===== config.mk =====
export PLATFORM = sky130hd
export DESIGN_NAME = sieve
export DESIGN_NICKNAME = d
export VERILOG_FILES = /design/src/rtl/sieve_pkg.sv /design/src/rtl/sieve.sv
export SDC_FILE = /design/constraint.sdc
export NUM_CORES = 1
export LEC_CHECK = 0
export BUFFER_PORTS_ARGS = -buffer_cell sky130_fd_sc_hd__buf_4
export CAP_MARGIN = 30
export CORE_ASPECT_RATIO = 1.2
export CORE_UTILIZATION = 49
export CTS_CLUSTER_DIAMETER = 100
export DETAILED_ROUTE_END_ITERATION = 16
export MAX_ROUTING_LAYER = met4
export PLACE_DENSITY = 0.64
export SETUP_SLACK_MARGIN = 0.1
export SLEW_MARGIN = 20
export SYNTH_ARGS = -nofsm -noshare
export SYNTH_HDL_FRONTEND = slang
export SYNTH_SLANG_ARGS = --single-unit
export TNS_END_PERCENT = 20

===== constraint.sdc =====
create_clock -name clk -period 8.1 [get_ports clk]
set_input_delay 0 -clock clk [delete_from_list [all_inputs] [get_ports clk]]
set_output_delay 0 -clock clk [all_outputs]
set_load 0.005 [all_outputs]

===== src/rtl/sieve_pkg.sv =====
// Shared definitions for the sieve: FSM state encoding and RAM flag meaning.
package sieve_pkg;

  typedef enum logic [2:0] {
    CLEAR = 3'd0,
    FETCH = 3'd1,
    CHECK = 3'd2,
    MARK  = 3'd3,
    NEXT  = 3'd4,
    DONE  = 3'd5
  } state_t;

  localparam logic FLAG_PRIME     = 1'b0;
  localparam logic FLAG_COMPOSITE = 1'b1;

  // 0 and 1 are not primes, so they start out marked composite.
  function automatic logic clear_flag(input logic below_two);
    return below_two ? FLAG_COMPOSITE : FLAG_PRIME;
  endfunction

endpackage


===== src/rtl/sieve.sv =====
// Sieve of Eratosthenes over 0..2^ADDR-1 driving an external RAM; primes reported on out_rdy.
// Optional macro SIEVE_PRIME_COUNT_EN adds the out_count prime counter output.
module sieve #(
  parameter int ADDR = 8,
  parameter int DATA = 8
) (
  input  logic            clk,
  input  logic            rst,
  output logic [ADDR-1:0] out_addr,
  output logic            out_wr,
  output logic [DATA-1:0] out_dout,
  input  logic [DATA-1:0] in_din,
  output logic            out_rdy,
`ifdef SIEVE_PRIME_COUNT_EN
  output logic [ADDR:0]   out_count,
`endif
  output logic            out_done
);
  import sieve_pkg::*;

  localparam logic [ADDR-1:0]   ADDR_MAX = '1;
  localparam logic [ADDR:0]     N_P      = {1'b1, {ADDR{1'b0}}};
  localparam logic [ADDR:0]     P_LAST   = {1'b0, {ADDR{1'b1}}};
  localparam logic [2*ADDR-1:0] N_SQ     = (2*ADDR)'(N_P);

  state_t          state_r, state_n;
  logic [ADDR-1:0] cnt_r, cnt_n;
  logic [ADDR:0]   p_r, p_n;
  logic [ADDR:0]   m_r, m_n;

  logic [2*ADDR-1:0] sq_s;
  logic [ADDR:0]     mp_s;
  logic [ADDR-1:0]   addr_s;
  logic              wr_s;
  logic              flag_s;
  logic              rdy_s;
  logic              done_s;
  logic [DATA-1:0]   dout_s;
  logic              unused_din_s;

  assign sq_s = ((2*ADDR)'(p_r)) * ((2*ADDR)'(p_r));
  assign mp_s = m_r + p_r;
  assign unused_din_s = ^in_din[DATA-1:1];

  // State and sieve counters.
  always_ff @(posedge clk or negedge rst) begin
    if (!rst) begin
      state_r <= CLEAR;
      cnt_r   <= '0;
      p_r     <= '0;
      m_r     <= '0;
    end else begin
      state_r <= state_n;
      cnt_r   <= cnt_n;
      p_r     <= p_n;
      m_r     <= m_n;
    end
  end

  // Next-state and RAM bus decode.
  always_comb begin
    state_n = state_r;
    cnt_n   = cnt_r;
    p_n     = p_r;
    m_n     = m_r;
    addr_s  = '0;
    wr_s    = 1'b0;
    flag_s  = FLAG_PRIME;
    rdy_s   = 1'b0;
    done_s  = 1'b0;
    case (state_r)
      CLEAR: begin
        addr_s = cnt_r;
        wr_s   = 1'b1;
        flag_s = clear_flag(cnt_r < ADDR'(2));
        if (cnt_r == ADDR_MAX) begin
          state_n = FETCH;
          cnt_n   = '0;
          p_n     = (ADDR+1)'(2);
        end else begin
          cnt_n = cnt_r + ADDR'(1);
        end
      end
      FETCH: begin
        addr_s  = p_r[ADDR-1:0];
        state_n = CHECK;
      end
      CHECK: begin
        addr_s = p_r[ADDR-1:0];
        if (in_din[0] == FLAG_PRIME) begin
          rdy_s = 1'b1;
          if (sq_s < N_SQ) begin
            state_n = MARK;
            m_n     = sq_s[ADDR:0];
          end else begin
            state_n = NEXT;
          end
        end else begin
          state_n = NEXT;
        end
      end
      MARK: begin
        addr_s = m_r[ADDR-1:0];
        wr_s   = 1'b1;
        flag_s = FLAG_COMPOSITE;
        if (mp_s >= N_P) begin
          state_n = NEXT;
        end else begin
          m_n = mp_s;
        end
      end
      NEXT: begin
        addr_s = p_r[ADDR-1:0];
        if (p_r == P_LAST) begin
          state_n = DONE;
        end else begin
          p_n     = p_r + (ADDR+1)'(1);
          state_n = FETCH;
        end
      end
      DONE: begin
        done_s = 1'b1;
      end
      default: begin
        state_n = CLEAR;
      end
    endcase
  end

  // Outputs are forced low combinationally so they drop the instant reset asserts.
  always_comb begin
    dout_s    = '0;
    dout_s[0] = flag_s & rst;
  end

  assign out_addr = rst ? addr_s : '0;
  assign out_wr   = wr_s & rst;
  assign out_dout = dout_s;
  assign out_rdy  = rdy_s & rst;
  assign out_done = done_s & rst;

`ifdef SIEVE_PRIME_COUNT_EN
  logic [ADDR:0] count_r;

  // Running total of reported primes.
  always_ff @(posedge clk or negedge rst) begin
    if (!rst) begin
      count_r <= '0;
    end else if (out_rdy) begin
      count_r <= count_r + (ADDR+1)'(1);
    end
  end

  assign out_count = count_r;
`endif

endmodule


Yosys cells after proc, flatten, opt, wreduce, memory -nomap -nowiden
Index checks and enable logic that the tools add are counted.
- register bits: 29
- input bits: 10
- word-level logic and storage cells: 59
- add/subtract/negate cells: 3
- multipliers: 1
- order comparisons: 3
- eq/ne operators: 13
- muxes and demuxes: 22
- bitwise gates (word level): 5
- reductions and logical operators: 8
- operators by type and width (kind ; count):
    $mux 9 ; 5
    $pmux 9 s2 ; 2
    $pmux 8 s3 ; 1
    $pmux 3 s6 ; 1
    $lt 16x9->1 const B ; 1
    $mul 9x9->16 ; 1
    $mux 8 ; 2
    $mux 3 ; 5
    $ne 2x2->1 const B ; 6
    $add 9x1->9 const B ; 1
    $add 9x9->9 ; 1
    $eq 9x8->1 const B ; 1
    $ge 9x9->1 const B ; 1
    $add 8x1->8 const B ; 1
    $eq 8x8->1 const B ; 1
    $lt 8x2->1 const B ; 1
    $eq 3x2->1 const B ; 2
    $eq 3x3->1 const B ; 2
    $reduce_and 3->1 ; 2
    $mux 1 ; 5
    $and 1x1->1 ; 4
    $reduce_and 4->1 ; 1
    $reduce_bool 2->1 ; 2
    $eq 3x1->1 const B ; 1
    5 further kinds ; 5

Depth between registers and ports, before layout
Gate-level depths: netlist of run 1.
- depth in word-level cells: 5
- gate-level depth with buffers: 21
- depth with buffers taken out: 20

Worst setup path before layout of run 1
Ideal clock, no wire load.
- path kind: register -> register
- start point: reg p_r[1]
- end point: reg m_r[0]
- arrival time: 5.668 ns
- path slack: 2.308 ns
- stages on the path, launching flop included: 21
- buffers on the path: 1
- clock period less this slack: 5.792 ns
- path through: dfrtp_1 -> clkbuf_1 -> inv_1 -> nor2_1 -> inv_1 -> fa_1 -> inv_1 -> fa_1 -> inv_1 -> fa_1 -> fa_1 -> inv_1 -> ha_1 -> a21o_1 -> a221oi_2 -> o21ai_1 -> xnor2_1 -> nand3_1 -> or4_4 -> o31ai_4 -> mux2_2
- word-level cells in the longest chain between the ends: 4
- RTL lines (item ; RTL line ; RTL):
    from (decl) ; sieve.sv:28 ; logic [ADDR:0] p_r, p_n;
    from (signal assigned) ; sieve.sv:55 ; p_r <= p_n;
    $mul 9x9->16 / $add 9x9->9 (equally long branches) ; sieve.sv:41, sieve.sv:42 ;
    $lt 16x9->1 / $ge 9x9->1 (equally long branches) ; sieve.sv:92, sieve.sv:106 ;
    $ne 2x2->1 (no line) ; - ;
    $reduce_and 4->1 (no line) (*) ; - ;
    to (signal assigned) ; sieve.sv:56 ; m_r <= m_n;
    to (decl) ; sieve.sv:29 ; logic [ADDR:0] m_r, m_n;
Mark *: on every way between the ends. The rest lies on a longest branch, timed or not.
A chain may end at the register's enable or synchronous reset.

Worst setup path after layout of run 1
- start point: reg p_r[6]
- end point: reg m_r[0]
The elaborated chain is that of the path after synthesis.

==> metrics.txt, run 1 <==
Resize count post-CTS=0; root buf cell=clkbuf_8; Core Box Area=0.008153 mm²; mapped cell area=0.004119 mm²; share of the synthesized area in the top cell type=17.62%; worst r2r src=p_r[6]$_DFFE_PN0P_; placed cell count=604; post-route insts no fill=613; CP Class=reg2reg; GPL Wtd Cong=0.8333; Worst Slack Setup Final=1641 ps; Clock Sinks=29; Initial Utilization=50.52%; H-Tree Depth=2; count of flip-flops with a built-in enable after synthesis=0; total number of vias=3,349; port buffer count=14; Chip Height=102.4 µm; fillers=782; Crit path arrival time=6620 ps; max_slew headroom=43.00%; number of global-route vias before repair=3,351; final hold slack=187.3 ps; diode count=0; sequential area share after synthesis=17.62%; layout cell share with drive strength beyond 1=7.014%; Synth async-reset ratio=100.0%; Hold Crit Class=in2async; Startpoint Class=register; Lkg Pwr=2.224 nW; first-pass GRT wire length=15,640 µm; Overall Global Routing Usage=23.46%; DR pass1 iterations=5; # setup viols final=0; DIE WIDTH=85.70 µm; pre-CTS setup slack=1588 ps; CP max FO=12; Hold Violations, Final=0; Design Power=0.0002651 W; DRT antenna net count=0; Main synth FF type=dfrtp_1; GRT overflow=0; worst flop-to-flop path endpoint=m_r[0]$_DFFE_PN0P_; Distinct cells, synth=56; largest area contributor in the netlist=dfrtp_1; unrepaired setup endpoints after global routing=false; I/O Pins=29; clock buffer count from CTS=5; CP endpoint kind=register; final WL=9079 µm; FP Rows=36; maximum resistive drop on vdd=0.04839 mV; Final HPWL DP=7117 µm; Final #Nets=585; clock skew=7.317 ps; WL/cell=14.81 µm; Ys Warns=0; outcome=completed; final period utilization=79.74%; minimum clock period=6459 ps; initial antenna violation count=0; largest net degree at the start of global routing=32; clock slew at reported path FFs=60 ps; die area=0.008778 mm²; via/cell ratio=5.463; largest cells by area after synthesis=dfrtp_1 (18%), fa_1 (17%), ha_1 (13%); Cell Pwr Density=60.77 mW/mm²; Layout area overhead=5.893%; setup TNS=0 ps; CTS tree=built; max-slew violations=0; worst-case reg-to-reg path depth=19; CP required=8260 ps; Fmax=0.1548 GHz; Seq. cell area=725.7 µm²; Seq cells post-synth=29; Initial DRC Count=178; drt drc=0; multi-input logic area=0.003003 mm²; Max Cap Violations=0; Avg Cell Area, Syn=8.304 µm²; Clock Path Buffers=2; clk_lat worst skew=280 ps; Reg2Reg Setup Slack=1640 ps; worst slew pin tran=855.0 ps; Synth Instances=496
[where the power goes]
part	internal [W]	leakage (nW)	switching (W)
sequential	0.000145	0.390	0
combinational	0.00000222	1.79	0.00000537
clock	0.0000593	0.0450	0.0000532
total	0.000206	2.22	0.0000586
[cell usage after synthesis (all sizes together), types with 2 or more instances]
cell	number
clkbuf	18
o31ai	4
or3	4
a222oi	8
mux2i	2
o21ai	19
nor4	3
inv	75
a211oi	4
a21o	9
o21a	3
a22o	4
buf	9
nor2b	5
a21oi	19
xnor2	24
ha	43
nand3	11
nor2	51
o21bai	2
xor2	8
or4	3
a31oi	9
nor3	11
fa	34
o211ai	3
nand2	40
and3	4
nand4	3
o22ai	3
dfrtp	29
mux2	7
and2	10
[through the flow]
| step | utilization (%) | area [µm²] |
|---|---|---|
| floorplan | - | 4141 |
| global placement | 52.36 | 4269 |
| detailed placement | 52.36 | 4269 |
| CTS | 53.50 | 4362 |
| global route | 53.50 | 4362 |
| finish | 53.50 | 4362 |
[cells by family after synthesis]
logic type	synth area share (%)
flip-flops	17.62
multiplexers	2.400
AND/OR/NAND/NOR	16.95
buffers and inverters	10.02
AO/OA/AOI/OAI	16.53
adder cells (fa/ha/maj)	29.59
XOR/XNOR	6.804
other	0.09104
[per-layer routing]
layer | global-route usage (%) | up-vias | routed length [µm]
li1 | - | 1660 | -
met1 | 27.92 | 1623 | 4002
met2 | 41.60 | 52 | 4652
met3 | 2.827 | 14 | 268
met4 | 7.179 | 0 | 155
met5 | - | - | 0
[state kept, by name, summed over array words and instances (netlist names)]
name and flops:
m_r 9, p_r 9, cnt_r 8, state_r 3
[worst max-delay path, stage by stage, from the launching register on]
cell      delay (ps)
dfrtp_1          650
inv_1            270
nor2_1           260
inv_1            100
fa_1             600
inv_1             70
fa_1             500
inv_1             50
fa_1             460
fa_1             550
inv_1             40
ha_1             370
a21o_1           210
a221oi_2         310
o21ai_1          150
xnor2_1          150
nand3_1           80
or4_4            570
o31ai_4          560
mux2_2           400
[how the worst max path moves through the flow]
stage	start	to	slack [ps]	cells after the start
after floorplan	p_r[1]$_DFFE_PN0P_	m_r[0]$_DFFE_PN0P_	2310	20
after global placement	p_r[6]$_DFFE_PN0P_	m_r[2]$_DFFE_PN0P_	1630	19
after detailed placement	p_r[6]$_DFFE_PN0P_	m_r[7]$_DFFE_PN0P_	1590	19
after CTS	p_r[6]$_DFFE_PN0P_	m_r[0]$_DFFE_PN0P_	1590	19
after global routing	p_r[6]$_DFFE_PN0P_	m_r[0]$_DFFE_PN0P_	1290	19
final	p_r[6]$_DFFE_PN0P_	m_r[0]$_DFFE_PN0P_	1640	19
[placed cells by master, fill, tap and decap left out, types with 4 or more instances in the layout]
cell type / netlist / routed
conb_1: 1 / 7
a21oi_1: 18 / 18
xor2_1: 8 / 8
a21o_1: 9 / 9
mux2_2: 6 / 6
fa_1: 34 / 34
and3_1: 4 / 4
a222oi_1: 8 / 8
nor2b_1: 4 / 4
and2_1: 10 / 10
a22o_1: 4 / 4
inv_1: 75 / 75
nor3_1: 11 / 11
ha_1: 43 / 43
a211oi_1: 4 / 4
o21ai_0: 18 / 18
dfrtp_1: 29 / 29
nand3_1: 11 / 11
buf_4: 7 / 15
or3_1: 4 / 4
clkbuf_8: 0 / 5
nand2_1: 40 / 40
xnor2_1: 24 / 24
a31oi_1: 9 / 9
nor2_1: 51 / 51
[final cells by class]
type	instances	share of cell area (%)
Multi-Input combinational cell	370	68.85
Sequential cell	29	16.64
Inverter	76	6.540
Tap cell	114	3.270
Timing Repair Buffer	16	2.811
Clock buffer	6	1.664
Clock inverter	2	0.2295
[repair_timing]
action	CTS	global route
hold buffers	1	0
hold endpoints to repair	29	0
setup endpoints to repair	0	0
buffers inserted	0	0
No activity file was read; power rests on OpenSTA's default activity.
==> run 2: changes to the inputs <==
==> constraint.sdc (replaced) <==
create_clock -name clk -period 6 [get_ports clk]
set_input_delay 0 -clock clk [delete_from_list [all_inputs] [get_ports clk]]
set_output_delay 0 -clock clk [all_outputs]
set_load 0.005 [all_outputs]
==> metrics.txt, run 2 (same netlist as run 1, synthesis figures left out) <==
DRT antenna net count=0 (unchanged); Crit path arrival time=5770 ps (-850 ps); Initial DRC Count=233 (+31%); # setup viols final=0 (unchanged); CTS tree=built; drt drc=0 (unchanged); Core Box Area=0.008153 mm² (unchanged); Final HPWL DP=7652 µm (+7.5%); Max Cap Violations=0 (unchanged); Clock Sinks=29 (unchanged); unrepaired setup endpoints after global routing=false; clock buffer count from CTS=5 (unchanged); CP Class=reg2reg; DR pass1 iterations=6 (+1); clock slew at reported path FFs=70 ps (about the same); Initial Utilization=50.52% (unchanged); Hold Violations, Final=0 (unchanged); Overall Global Routing Usage=24.66% (+1.2 points); GPL Wtd Cong=0.9268 (+11%); area post-placement=0.004359 mm² (+2.1%); number of global-route vias before repair=3,490 (+4.1%); most frequent cells in the layout=inv_1 (73), nor2_1 (48), ha_1 (42), nand2_1 (40), fa_1 (34); Clock Path Buffers=2 (unchanged); clock skew=9.448 ps (+2.131 ps); Design Power=0.0004533 W (+71%); outcome=completed; root buf cell=clkbuf_8; final hold slack=181.8 ps (-5.476 ps); Lkg Pwr=2.312 nW (+4.0%); DIE WIDTH=85.70 µm (unchanged); final period utilization=93.42% (+14 points); Layout area overhead=10.12%; H-Tree Depth=2 (unchanged); CP required=6170 ps (-2090 ps); most common cell after layout, fill and taps aside=inv_1; CP endpoint kind=register; total number of vias=3,473 (+3.7%); worst-case reg-to-reg path depth=20 (+1); WL/cell=15.31 µm (+3.4%); Layout Utilization=55.63% (+2.1 points); Chip Height=102.4 µm (unchanged); via/cell ratio=5.548 (+1.5%); Hold Crit Class=in2async; max-slew violations=0 (unchanged); setup TNS=0 ps (unchanged); die area=0.008778 mm² (unchanged); Final #Nets=598 (+2.2%); GRT overflow=0 (unchanged); biggest regs=m_r (9), p_r (9), cnt_r (8); clk_lat worst skew=290 ps (about the same); Startpoint Class=register; CP max FO=9 (-3); layout cell share with drive strength beyond 1=11.33% (+4.3 points); first-pass GRT wire length=16,330 µm (+4.4%); Fmax=0.1784 GHz (+15%); largest net degree at the start of global routing=32 (unchanged); initial antenna violation count=0 (unchanged); final WL=9587 µm (+5.6%); final instance area=0.004536 mm² (+4.0%); Cell Pwr Density=99.95 mW/mm² (+64%); FP Rows=36 (unchanged); worst slew pin tran=872.6 ps (+17.67 ps); I/O Pins=29 (unchanged); minimum clock period=5605 ps (-853.6 ps); maximum resistive drop on vdd=0.06567 mV (+36%); diode count=0 (unchanged); max_slew headroom=41.83% (-1.2 points); port buffer count=14 (unchanged)
[run 2: cell count changes in the layout (fill, tap and decap cells not counted), sizes merged]
cell	change
buf	+13
bufinv	+2
clkbuf	-1
clkinv	-1
[run 2: what timing repair did]
action / CTS / global route
endpoints found under the setup margin: 0 / 7
endpoints found under the hold margin: 29 / 0
buffers inserted: 0 / 1
gates resized for setup: 0 / 11
hold buffers: 1 / 0
[run 2: worst paths after layout]
kind	start	endpoint	slack (ps)
setup / recovery	p_r[1]$_DFFE_PN0P_	m_r[0]$_DFFE_PN0P_	390
max in group asynchronous	rst	p_r[2]$_DFFE_PN0P_	5500
setup reg to reg	p_r[1]$_DFFE_PN0P_	m_r[0]$_DFFE_PN0P_	390
min in group clk	in_din[0]	state_r[2]$_DFFE_PN0P_	210
hold / removal	rst	cnt_r[3]$_DFFE_PN0N_	180
hold reg to reg	m_r[8]$_DFFE_PN0P_	m_r[8]$_DFFE_PN0P_	520
[run 2: final cells by class]
cell class              instances  area (µm²)
clock buffers                   5       68.82
fillers                       766        3617
inverters                      76       285.3
clock inverters                 3       65.06
flip-flops and latches         29       728.2
repair buffers                 29       224.0
multi-input cells             370        3022
well taps                     114       142.6
[run 2: layer usage]
layer | part of all wire, % | global-route usage, % | up-vias
met5 | 0 | - | -
met4 | 2.5 | 7.179 | 0
met3 | 3.3 | 1.777 | 17
met2 | 52 | 44.49 | 97
met1 | 42 | 29.61 | 1666
li1 | - | - | 1693
[run 2: stage by stage]
stage | setup slack [ps] | cells
3_3_place_gp | 314.5 | 615
4_1_cts | 174.2 | 625
5_1_grt | 106.6 | 626
3_5_place_dp | 196.4 | 616
2_1_floorplan | 207.8 | 502
6_report | 394.5 | 626
[run 2: critical path, cell delays in order (launching register included)]
cell and delay [ps]:
dfrtp_1 370, inv_1 120, nor2_4 150, inv_1 70
fa_1 590, inv_1 70, fa_1 500, inv_1 50
fa_1 460, fa_1 550, inv_1 40, ha_2 380
o211ai_1 130, o21bai_2 240, a21oi_1 160, o22ai_1 110
xnor2_1 140, or4_4 590, o31ai_4 240, buf_6 180
mux2_2 340
[run 2: where the power goes]
group          total (W)  internal, W  switching [W]  leakage (nW)
Combinational  0.0000103   0.00000300     0.00000732          1.86
Sequential      0.000195     0.000195              0         0.387
Clock           0.000248     0.000165      0.0000826        0.0681
Total           0.000453     0.000363      0.0000900          2.31
==> run 3: changes to the inputs <==
--- a/config.mk
+++ b/config.mk
@@ -12,7 +12,7 @@
 export CTS_CLUSTER_DIAMETER = 100
 export DETAILED_ROUTE_END_ITERATION = 16
 export MAX_ROUTING_LAYER = met4
-export PLACE_DENSITY = 0.64
+export PLACE_DENSITY = 0.66
 export SETUP_SLACK_MARGIN = 0.1
 export SLEW_MARGIN = 20
 export SYNTH_ARGS = -nofsm -noshare
==> constraint.sdc (replaced) <==
create_clock -name clk -period 4.5 [get_ports clk]
set_input_delay 0 -clock clk [delete_from_list [all_inputs] [get_ports clk]]
set_output_delay 0 -clock clk [all_outputs]
set_load 0.005 [all_outputs]
==> metrics.txt, run 3 (same netlist as run 1, synthesis figures left out) <==
crit path from=p_r[6]$_DFFE_PN0P_; total number of vias=3,721 (+7.1%); Layout area overhead=26.43%; root buf cell=clkbuf_8; Sw Pwr=0.0001114 W (+24%); Design Power=0.0005564 W (+23%); Clock Path Buffers=2 (unchanged); worst-case reg-to-reg path depth=20 (unchanged); Int Pwr=0.0004450 W (+22%); Layout Utilization=63.87% (+8.2 points); largest net degree at the start of global routing=32 (unchanged); Fmax=0.1920 GHz (+7.6%); setup TNS=-7629 ps (-7629 ps); WL/cell=15.24 µm (-0.51%); post-route insts no fill=693 (+11%); DIE WIDTH=85.70 µm (unchanged); Final HPWL DP=8539 µm (+12%); final WL=10,560 µm (+10%); GRT overflow=0 (unchanged); diode count=0 (unchanged); first-pass GRT wire length=17,510 µm (+7.2%); unrepaired setup endpoints after global routing=true; Lkg Pwr=2.663 nW (+15%); biggest regs=m_r (9), p_r (9), cnt_r (8); port buffer count=14 (unchanged); CP required=4670 ps (-1500 ps); placed cell count=671 (+8.9%); CP Class=reg2reg; Hold Crit Class=in2async; Switching Fraction=20.03% (+0.18 points); drt drc=0 (unchanged); CP endpoint kind=register; layout cell share with drive strength beyond 1=27.81% (+16 points); Max Cap Violations=0 (unchanged); initial antenna violation count=0 (unchanged); CTS tree=built; clock skew=6.330 ps (-3.118 ps); worst slew pin tran=891.5 ps (+18.83 ps); Core Box Area=0.008153 mm² (unchanged); Reg2Reg Setup Slack=-710 ps (-1100 ps); final period utilization=115.7% (+22 points); max-slew violations=0 (unchanged); Gate power share=2.4% (about the same); minimum clock period=5209 ps (-396.9 ps); failing checks=setup timing; Initial Utilization=50.52% (unchanged); via/cell ratio=5.369 (-3.2%); maximum resistive drop on vdd=0.1321 mV (+100%); Hold Violations, Final=0 (unchanged); outcome=complete, but fails checks; most common cell after layout, fill and taps aside=buf_4; FP Rows=36 (unchanged); Final #Nets=665 (+11%); worst flop-to-flop path endpoint=m_r[0]$_DFFE_PN0P_; Worst Slack Setup Final=-708.5 ps (-1103 ps); clock network fraction of design power=50.8% (-3.8 points); pre-CTS setup slack=-972.5 ps (-1169 ps); max_slew headroom=40.57% (-1.3 points); Clock Sinks=29 (unchanged); number of global-route vias before repair=3,839 (+10%); Chip Height=102.4 µm (unchanged); clock slew at reported path FFs=70 ps (about the same); Startpoint Class=register; GPL Wtd Cong=0.8809 (-5.0%); clock buffer count from CTS=5 (unchanged); sequential share of power=46.8% (+3.7 points); I/O Pins=29 (unchanged); Overall Global Routing Usage=26.55% (+1.9 points); worst r2r src=p_r[6]$_DFFE_PN0P_; Initial DRC Count=130 (-44%); DR pass1 iterations=5 (-1); clk_lat worst skew=280 ps (about the same); Cell Pwr Density=106.9 mW/mm² (+6.9%); # setup viols final=12 (+12); H-Tree Depth=2 (unchanged); Crit path arrival time=5370 ps (-400 ps); CP max FO=8 (-1); die area=0.008778 mm² (unchanged); DRT antenna net count=0 (unchanged); most frequent cells in the layout=buf_4 (92), inv_1 (65), nor2_1 (43), nand2_1 (38), ha_1 (38)
run 3: stage by stage:
stage / hold slack [ps] / instance area, µm²
finish: 177.6 / 5207
global route: 225.0 / 5207
CTS: 196.3 / 5135
detailed placement: -46.47 / 4892
global placement: -49.27 / 4892
floorplan: -295.6 / 4279
run 3: timing repair:
action | CTS | global route
hold buffers | 1 | 0
gates resized for setup | 24 | 14
pin swaps | 7 | 7
setup buffers | 7 | 6
cloned | 0 | 0
setup endpoints to repair | 12 | 12
hold endpoints to repair | 29 | 0
run 3: power groups by stage:
stage	Combinational (W)	Clock (W)	Sequential [W]
after floorplan	0.00000812	0	0.000266
after global placement	0.0000130	0	0.000266
after detailed placement	0.0000132	0	0.000266
after CTS	0.0000138	0.000283	0.000261
after global routing	0.0000159	0.000293	0.000260
final	0.0000134	0.000282	0.000261
run 3: worst max-delay path by stage:
stage	endpoint	cells past startpoint	slack (ps)
floorplan	m_r[0]$_DFFE_PN0P_	20	-880
global route	m_r[0]$_DFFE_PN0P_	19	-870
detailed placement	m_r[6]$_DFFE_PN0P_	18	-970
global placement	m_r[3]$_DFFE_PN0P_	17	-920
finish	m_r[0]$_DFFE_PN0P_	20	-710
CTS	m_r[0]$_DFFE_PN0P_	20	-700
run 3: cell type report:
| class | count | area, µm² |
|---|---|---|
| Clock buffer | 7 | 86.33 |
| Clock inverter | 1 | 30.03 |
| Fill cell | 702 | 2945 |
| Inverter | 76 | 289.0 |
| Multi-Input combinational cell | 370 | 3183 |
| Sequential cell | 29 | 733.2 |
| Tap cell | 114 | 142.6 |
| Timing Repair Buffer | 96 | 743.2 |
run 3: metal layers:
metal	part of all wire, %	vias to the layer above	GRT usage [%]
met2	53	78	48.86
li1	-	1817	-
met1	40	1796	29.26
met4	3.9	0	12.18
met3	2.9	30	2.019
met5	0	-	-
run 3: worst max-delay path, cell delays in order, from the launching register on:
cell,delay (ps)
dfrtp_1,400
inv_2,100
nor2_4,100
inv_2,50
fa_1,530
inv_1,60
fa_1,490
inv_2,40
fa_1,470
fa_1,550
inv_2,50
ha_4,290
o211ai_1,100
o21bai_4,200
a21oi_2,170
o22ai_2,100
xnor2_1,130
or4_4,570
o31ai_4,230
buf_12,170
mux2_4,300
